File: config.mk
export PLATFORM = sky130hd
export DESIGN_NAME = drive_mode_arbiter
export DESIGN_NICKNAME = d
export VERILOG_FILES = /design/src/rtl/car_pkg.sv /design/src/rtl/cycle_timer.sv /design/src/rtl/drive_mode_arbiter.sv
export SDC_FILE = /design/constraint.sdc
export NUM_CORES = 1
export LEC_CHECK = 0
export CAP_MARGIN = 20
export CORE_MARGIN = 2
export CORE_UTILIZATION = 40
export DETAILED_ROUTE_END_ITERATION = 16
export GPL_ROUTABILITY_DRIVEN = 0
export SYNTH_ARGS = -nofsm -noshare
export SYNTH_HDL_FRONTEND = slang
export SYNTH_SLANG_ARGS = --single-unit
File: constraint.sdc
create_clock -name clk -period 5.5 [get_ports clk]
set_input_delay 0.55 -clock clk [delete_from_list [all_inputs] [get_ports clk]]
set_output_delay 0.55 -clock clk [all_outputs]
set_load 0.05 [all_outputs]
File: src/rtl/car_pkg.sv
// Shared command codes, state encoding and drive mapping for the car drive path.
package car_pkg;

    localparam logic [2:0] CMD_NONE  = 3'd0;
    localparam logic [2:0] CMD_TRACK = 3'd1;
    localparam logic [2:0] CMD_MUSIC = 3'd2;
    localparam logic [2:0] CMD_FWD   = 3'd3;
    localparam logic [2:0] CMD_BACK  = 3'd4;
    localparam logic [2:0] CMD_LEFT  = 3'd5;
    localparam logic [2:0] CMD_RIGHT = 3'd6;
    localparam logic [2:0] CMD_STOP  = 3'd7;

    localparam int ENTRY_CYCLES_DEF = 25_000_000;
    localparam int STOP_CYCLES_DEF  = 2_500_000;
    localparam int CNT_W_DEF        = 25;

    typedef enum logic [2:0] {
        ST_IDLE     = 3'd0,
        ST_MANUAL   = 3'd1,
        ST_DEADTIME = 3'd2,
        ST_ENTRY    = 3'd3,
        ST_TRACK    = 3'd4,
        ST_OBS_HOLD = 3'd5,
        ST_MUSIC    = 3'd6
    } state_e;

    typedef struct packed {
        logic fwd;
        logic back;
        logic left;
        logic right;
    } drive_t;

    function automatic logic is_drive(input logic [2:0] c);
        return (c >= CMD_FWD) && (c <= CMD_RIGHT);
    endfunction

    // Left/right turns are driven forward, so only CMD_BACK reverses the motor.
    function automatic drive_t manual_drive(input logic [2:0] c);
        drive_t d;
        d = '0;
        case (c)
            CMD_FWD:   d.fwd = 1'b1;
            CMD_BACK:  d.back = 1'b1;
            CMD_LEFT:  begin d.fwd = 1'b1; d.left = 1'b1; end
            CMD_RIGHT: begin d.fwd = 1'b1; d.right = 1'b1; end
            default:   d = '0;
        endcase
        return d;
    endfunction

endpackage

File: src/rtl/cycle_timer.sv
// Saturating up-counter shared by the entry, dead-time and obstacle-clear phases.
module cycle_timer #(
    parameter int CNT_W = 25
) (
    input  logic             clk,
    input  logic             rst,
    input  logic             clear,
    input  logic             pause,
    input  logic [CNT_W-1:0] limit,
    output logic             done
);

    logic [CNT_W-1:0] cnt;

    always_ff @(posedge clk or posedge rst) begin
        if (rst)
            cnt <= '0;
        else if (clear)
            cnt <= '0;
        else if (!pause && (cnt != {CNT_W{1'b1}}))
            cnt <= cnt + 1'b1;
    end

    // done marks the last cycle of a limit-long phase, so the owner leaves on this edge.
    assign done = ({1'b0, cnt} + (CNT_W + 1)'(1)) >= {1'b0, limit};

endmodule

File: src/rtl/drive_mode_arbiter.sv
// Arbitrates motor/steer drive between Bluetooth manual control, line tracking
// and obstacle holds; sequences the timed turn-in and the reversal dead-time.
module drive_mode_arbiter
    import car_pkg::*;
#(
    parameter int ENTRY_CYCLES = ENTRY_CYCLES_DEF,
    parameter int STOP_CYCLES  = STOP_CYCLES_DEF,
    parameter int CNT_W        = CNT_W_DEF
) (
    input  logic       clk,
    input  logic       rst,
    input  logic [2:0] cmd,
    input  logic       trk_left,
    input  logic       trk_right,
    input  logic       trk_fwd,
    input  logic       obs_near,
    output logic       mot_fwd,
    output logic       mot_back,
    output logic       steer_left,
    output logic       steer_right,
    output logic       trk_en,
    output logic       music_en,
    output logic [2:0] state_o
);

    state_e           state, nxt_state;
    logic [2:0]       last_cmd, nxt_last;
    logic [2:0]       man_cmd, nxt_man;
    logic [2:0]       pend_cmd, nxt_pend;
    logic             cmd_new;
    logic             t_clear, t_pause, t_done;
    logic [CNT_W-1:0] t_limit;
    drive_t           md;

    // No timed state ever hands off directly to another, so holding the
    // counter at zero in every untimed state gives each phase a fresh start.
    always_comb begin
        t_clear = !(state inside {ST_DEADTIME, ST_ENTRY, ST_OBS_HOLD})
                  || (state == ST_OBS_HOLD && obs_near);
        t_pause = (state == ST_ENTRY) && obs_near;
        t_limit = (state == ST_ENTRY) ? CNT_W'(ENTRY_CYCLES) : CNT_W'(STOP_CYCLES);
    end

    cycle_timer #(.CNT_W(CNT_W)) u_timer (
        .clk   (clk),
        .rst   (rst),
        .clear (t_clear),
        .pause (t_pause),
        .limit (t_limit),
        .done  (t_done)
    );

    always_comb begin
        nxt_state = state;
        nxt_last  = last_cmd;
        nxt_man   = man_cmd;
        nxt_pend  = pend_cmd;
        cmd_new   = (cmd != last_cmd);
        if (cmd_new && cmd == CMD_STOP) begin
            nxt_state = ST_IDLE;
            nxt_last  = cmd;
        end else begin
            case (state)
                ST_IDLE, ST_MUSIC, ST_MANUAL: begin
                    if (cmd_new) begin
                        nxt_last = cmd;
                        if (is_drive(cmd)) begin
                            if (state == ST_MANUAL
                                && ((cmd == CMD_BACK) != (man_cmd == CMD_BACK))) begin
                                nxt_state = ST_DEADTIME;
                                nxt_pend  = cmd;
                            end else begin
                                nxt_state = ST_MANUAL;
                                nxt_man   = cmd;
                            end
                        end else if (cmd == CMD_TRACK) begin
                            nxt_state = ST_ENTRY;
                        end else if (cmd == CMD_MUSIC) begin
                            nxt_state = ST_MUSIC;
                        end
                    end
                end
                ST_DEADTIME: begin
                    // Track/music requests stay unaccepted so they act once MANUAL is reached.
                    if (cmd_new && (is_drive(cmd) || cmd == CMD_NONE)) begin
                        nxt_last = cmd;
                        if (is_drive(cmd))
                            nxt_pend = cmd;
                    end
                    if (t_done) begin
                        nxt_state = ST_MANUAL;
                        nxt_man   = nxt_pend;
                    end
                end
                ST_ENTRY, ST_TRACK, ST_OBS_HOLD: begin
                    if (cmd_new)
                        nxt_last = cmd;
                    if (cmd_new && is_drive(cmd)) begin
                        nxt_state = ST_MANUAL;
                        nxt_man   = cmd;
                    end else if (state == ST_ENTRY) begin
                        if (t_done && !obs_near)
                            nxt_state = ST_TRACK;
                    end else if (state == ST_TRACK) begin
                        if (obs_near)
                            nxt_state = ST_OBS_HOLD;
                    end else if (t_done && !obs_near) begin
                        nxt_state = ST_TRACK;
                    end
                end
                default: nxt_state = ST_IDLE;
            endcase
        end
        md = manual_drive(nxt_man);
    end

    always_ff @(posedge clk or posedge rst) begin
        if (rst) begin
            state       <= ST_IDLE;
            last_cmd    <= CMD_NONE;
            man_cmd     <= CMD_NONE;
            pend_cmd    <= CMD_NONE;
            mot_fwd     <= 1'b0;
            mot_back    <= 1'b0;
            steer_left  <= 1'b0;
            steer_right <= 1'b0;
            trk_en      <= 1'b0;
            music_en    <= 1'b0;
        end else begin
            state       <= nxt_state;
            last_cmd    <= nxt_last;
            man_cmd     <= nxt_man;
            pend_cmd    <= nxt_pend;
            mot_fwd     <= 1'b0;
            mot_back    <= 1'b0;
            steer_left  <= 1'b0;
            steer_right <= 1'b0;
            trk_en      <= 1'b0;
            music_en    <= 1'b0;
            case (nxt_state)
                ST_MANUAL: begin
                    mot_fwd     <= md.fwd && !obs_near;
                    mot_back    <= md.back;
                    steer_left  <= md.left;
                    steer_right <= md.right;
                end
                ST_ENTRY: begin
                    mot_fwd     <= !obs_near;
                    steer_right <= 1'b1;
                end
                ST_TRACK: begin
                    trk_en      <= 1'b1;
                    mot_fwd     <= trk_fwd;
                    steer_left  <= trk_left && !trk_right;
                    steer_right <= trk_right && !trk_left;
                end
                ST_OBS_HOLD: trk_en   <= 1'b1;
                ST_MUSIC:    music_en <= 1'b1;
                default: ;
            endcase
        end
    end

    assign state_o = 3'(state);

    a_motor_excl: assert property (@(posedge clk) disable iff (rst) !(mot_fwd && mot_back));
    a_steer_excl: assert property (@(posedge clk) disable iff (rst) !(steer_left && steer_right));
    a_mode_excl:  assert property (@(posedge clk) disable iff (rst) !(trk_en && music_en));

endmodule

* After elaboration in Yosys (flattened, before gate mapping)
Index checks and enable logic that the tools add are counted.
** Operators by class
- Add/sub/neg operators :: 2
- Order comparisons :: 3
- Equal/unequal tests :: 28
- Multiplexer cells :: 43
- Bitwise gates (word level) :: 1
- Reductions and logical operators :: 32
** Operator list (number)
- $mux 25 :: 3
- $mux 3 :: 25
- $eq 3x3->1 const B :: 12
- $add 25x1->26 const B :: 1
- $ge 26x25->1 :: 1
- $add 25x1->25 const B :: 1
- $ne 25x25->1 const B :: 1
- $pmux 3 s3 :: 2
- $eq 3x2->1 const B :: 5
- $logic_and 1x1->1 :: 12
- $pmux 3 s2 :: 2
- $eq 3x1->1 const B :: 3
- $reduce_or 3->1 :: 3
- $mux 1 :: 7
- $logic_not 3->1 :: 2
- $ne 2x2->1 const B :: 3
- $ne 3x1->1 const B :: 2
- $pmux 1 s3 :: 2
- $reduce_bool 3->1 :: 2
- $reduce_or 6->1 :: 1
- $logic_not 1->1 :: 5
- $reduce_and 5->1 :: 1
- $reduce_bool 2->1 :: 2
- $ge 3x2->1 const B :: 1
- other kinds (9) :: 10
** Word-level totals
- Register bits :: 43
- Input port bits :: 9
- Output and inout port bits :: 9
- Logic and storage cells :: 120

* Longest topological paths before layout
- Depth after elaboration :: 13
- Gate-level depth with buffers :: 19
- Gate-level depth less buffers :: 18

* Cells and area by module
From an unflattened synthesis, not the netlist that was laid out.
** Second synthesis, totals
- Cells, all modules :: 502
- Area total of the unflattened synthesis :: 4036.4 um^2
** Modules (own cells, without submodules)
- cycle_timer :: times used 1, cells an instance 275, area an instance 2254.7 um^2
- drive_mode_arbiter :: times used 1, cells an instance 227, area an instance 1781.7 um^2

* Least setup slack after synthesis
No wires, ideal clock.
- Kind :: flip-flop to flip-flop
- Start :: register u_timer.cnt[0]
- End :: register mot_fwd
- Setup time :: 0.135 ns
- Arrival :: 3.883 ns
- Required time :: 5.365 ns
- Slack :: 1.482 ns
- Stages on the path, launching flop included :: 18
- Clock period less this slack :: 4.018 ns
- Path through :: dfrtp_1 ha_1 nand4_1 nor4_2 nor4b_1 xor2_1 ha_1 a21o_1 a41o_1 nor3_2 o211ai_2 and2_1 buf_6 mux2i_1 or2_0 buf_2 o311ai_1 o22ai_1
** On the way
- Elaborated cells on any way between the ends :: 23
** RTL lines
- from (decl) :: line cycle_timer.sv:13 : logic [CNT_W-1:0] cnt;
- from (signal assigned) :: line cycle_timer.sv:21 : cnt <= cnt + 1'b1;
- $add 25x1->26 * :: line cycle_timer.sv:25 : assign done = ({1'b0, cnt} + (CNT_W + 1)'(1)) >= {1'b0, limit};
- $ge 26x25->1 * :: line cycle_timer.sv:25
- $mux 3 * :: line drive_mode_arbiter.sv:90 : if (t_done) begin
- $pmux 3 s3 * :: line drive_mode_arbiter.sv:63 : case (state)
- $mux 3 * :: line drive_mode_arbiter.sv:59 : if (cmd_new && cmd == CMD_STOP) begin
- named net nxt_man[0] :: line drive_mode_arbiter.sv:28 : logic [2:0] man_cmd, nxt_man;
- $eq 3x3->1 or $eq 3x2->1 (tied branches) :: line car_pkg.sv:42 : case (c)
- $reduce_or 3->1 (no source line) *
- $mux 1 * :: line car_pkg.sv:42
- $logic_and 1x1->1 * :: line drive_mode_arbiter.sv:142 : mot_fwd <= md.fwd && !obs_near;
- $pmux 1 s3 * :: line drive_mode_arbiter.sv:140 : case (nxt_state)
- to (signal assigned) :: line drive_mode_arbiter.sv:142
- to (signal assigned) :: line drive_mode_arbiter.sv:148 : mot_fwd <= !obs_near;
- to (signal assigned) :: line drive_mode_arbiter.sv:153 : mot_fwd <= trk_fwd;
- to (decl) :: line drive_mode_arbiter.sv:17 : output logic mot_fwd,
The timed path passes the listed nets; every way through them passes the cells marked *.
A chain may end at the register's enable or synchronous reset.

* Worst setup path in the final report
Ends and elaborated chain as after synthesis.

==> metrics.md <==
| Metric | Value |
|---|---|
| Clock skew | 9.83 ps |
| Synth Instances | 438 |
| H-tree levels | 2 |
| Syn avg cell area | 8.28 sq um |
| Worst-Skew Late Latency | 310 ps |
| Clock buffer depth | 2 |
| Total CTS buffers | 5 |
| HP Class | input port to async pin |
| DRT iter0 DRCs | 222 |
| Core ar. | 0.00876 sq mm |
| Critical setup path kind | flop to flop |
| First-pass GRT wire length | 15.2 mm |
| Die Height | 99.2 microns |
| EDFF count, synth | 0 |
| Area Growth Syn to Fin | 8.87% |
| Final period utilization | 0.818 |
| Post-synth top area share | 0.297 |
| Post-cts gate resize count | 0 |
| Residual DRC | 0 |
| Total Power | 1.38 mW |
| Fillers | 891 |
| Initial DRT Pass Iterations | 4 |
| Synth Flop Type | dfrtp_1 |
| I/O Buffers | 17 |
| DPL Wire Length | 6.58 mm |
| Initial antenna violation count | 0 |
| Status | complete, no violations |
| WP data required | 5690 ps |
| Crit Path Max Fanout | 6 |
| VDD IR-drop max | 0.234 mV |
| CTS tree | built |
| Synth area leaders | dfrtp_1, xor2_1, nor2_1 |
| Leak | 1.69 nW |
| Net count, final | 466 |
| Max-slew violations | 0 |
| Seq pwr share | 0.329 |
| Remaining antenna violation count | 0 |
| Count leader, synth | nor2_1 |
| TNS Setup | 0 ps |
| Post-CTS Hold Fix Bufs | 0 |
| Int Power | 0.729 mW |
| Row Count | 34 |
| CP Capture Type | flop |
| CP Launch Type | flop |
| Area leader, netlist | dfrtp_1 |
| Worst rel slew slack | 0.309 |
| Placed cells | 542 |
| DR WL/cell | 16.4 microns |
| Final setup fails | 0 |
| Fin crit period | 4500 ps |
| Total gr overflow | 0 |
| RSZ-0062 raised after global routing | false |
| Clk root buf | clkbuf_8 |
| Post-synth cell types | 73 |
| Worst-path clk slew | 90 ps |
| Final hold vios | 0 |
| Fmax | 0.222 GHz |
| Layout cell share with drive strength beyond 1 | 0.0835 |
| Worst hold margin | 411 ps |
| Cell Area, Synth | 0.00363 sq mm |
| Largest net degree at the start of global routing | 44 |
| Postcts setup bufs | 0 |
| Slew @ Worst Pin | 1040 ps |
| Via count | 3213 |
| Sequential element share of the synthesized area | 0.297 |
| NetSw | 0.647 mW |
| Post-route non-filler standard cell count | 551 |
| Antenna diode count | 0 |
| Total track usage | 0.190 |
| Top cells by count, synth | nor2_1, nand2_1, dfrtp_1 |
| FF+latch count, synth | 43 |
| Max Cap Viol | 0 |
| WP data arrival | 4690 ps |
| Ys async rst share | 1.00 |
| I/O pin cnt | 18 |
| Gate power share | 0.522 |
| Syn. warnings | 0 |
| Clock sink count | 43 |
| Post-Route WL | 9.01 mm |
| Vias in the first global route | 3055 |
| Die Width | 99.2 microns |
| Clock share of power | 0.149 |
| Mapped Nets | 462 |
| Die area | 0.00985 sq mm |
| Via density | 5.83 |
| Power per cell area | 348 mW/mm^2 |
| Starting density of the core | 0.414 |
| Switching share of power | 0.470 |
-- cells in the final DEF (no fill, tap or decap), types with 5 or more instances in the layout --
master / count
a21o_1: 6
a21oi_1: 26
and3_1: 7
clkbuf_8: 5
clkdlybuf4s50_1: 17
dfrtp_1: 43
ha_1: 15
inv_1: 9
nand2_1: 51
nand3_1: 17
nand4_1: 9
nor2_1: 54
nor3_1: 5
o21ai_0: 22
or3_1: 11
xnor2_1: 13
xor2_1: 27
-- sequential cells by signal, summed over array words and instances, names as in the netlist --
| signal | flops |
|---|---|
| pend_cmd | 3 |
| trk_en | 1 |
| man_cmd | 3 |
| music_en | 1 |
| u_timer.cnt | 25 |
| mot_back | 1 |
| mot_fwd | 1 |
| last_cmd | 3 |
| state_o | 3 |
| steer_right | 1 |
| steer_left | 1 |
-- worst paths after layout --
kind                                start              end  slack, ps  depth (start not counted)
hold reg to reg               pend_cmd[2]      pend_cmd[2]        520                          1
setup reg to reg           u_timer.cnt[0]          mot_fwd       1000                         16
hold / removal                        rst   u_timer.cnt[6]        410                          2
setup / recovery           u_timer.cnt[0]          mot_fwd       1000                         16
max in group asynchronous             rst  u_timer.cnt[22]       4670                          3
min in group clk              pend_cmd[2]      pend_cmd[2]        520                          1
-- power groups by stage --
stage	Combinational (mW)	Clock, mW	Sequential, mW
after floorplan	0.519	0	0.472
after global placement	0.704	0	0.454
after detailed placement	0.714	0	0.455
after CTS	0.716	0.211	0.450
after global routing	0.798	0.223	0.460
final	0.719	0.205	0.452
-- routing by layer --
layer	GRT usage	up-vias	share of wire
met5	0	-	0
met4	0.0443	0	0.010
met3	0.0295	6	0.046
met2	0.297	75	0.45
met1	0.276	1539	0.49
li1	-	1593	-
-- cell families (layout without fill, tap and decap cells) --
| group | after synthesis | in the layout | synth area share |
|---|---|---|---|
| AO/OA/AOI/OAI | 110 | 110 | 0.227 |
| XOR/XNOR | 40 | 40 | 0.0966 |
| adder cells (fa/ha/maj) | 15 | 15 | 0.0517 |
| buffers and inverters | 37 | 42 | 0.0452 |
| flip-flops | 43 | 43 | 0.297 |
| multiplexers | 6 | 6 | 0.0179 |
| AND/OR/NAND/NOR | 187 | 187 | 0.265 |
-- area by class of cell --
class                   instances  area (sq um)  share of cell area
inverters                      12          45.0              0.0114
clock buffers                   6          72.6              0.0184
repair buffers                 22           220              0.0558
multi-input cells             358          2390               0.605
flip-flops and latches         43          1080               0.272
clock inverters                 2          12.5             0.00317
well taps                     108           135              0.0342
-- worst max-delay path: stages, from the launching register on --
cell	delay, ps
dfrtp_1	420
ha_1	320
nand4_1	150
nor4_2	360
nor4b_1	620
xor2_1	150
ha_1	360
a21o_1	190
a41o_1	200
nor3_2	250
o211ai_2	200
and2_1	300
o311ai_2	380
inv_2	80
xnor2_1	130
nor3b_1	180
o22ai_1	90
-- stage by stage --
stage                     setup slack, ps   util  area, sq um
after floorplan                      1480      -         3630
after global placement               1210  0.439         3840
after detailed placement             1030  0.439         3840
after CTS                            1020  0.448         3930
after global routing                  594  0.451         3950
final                                 999  0.451         3950
No activity file was read; power rests on OpenSTA's default activity.
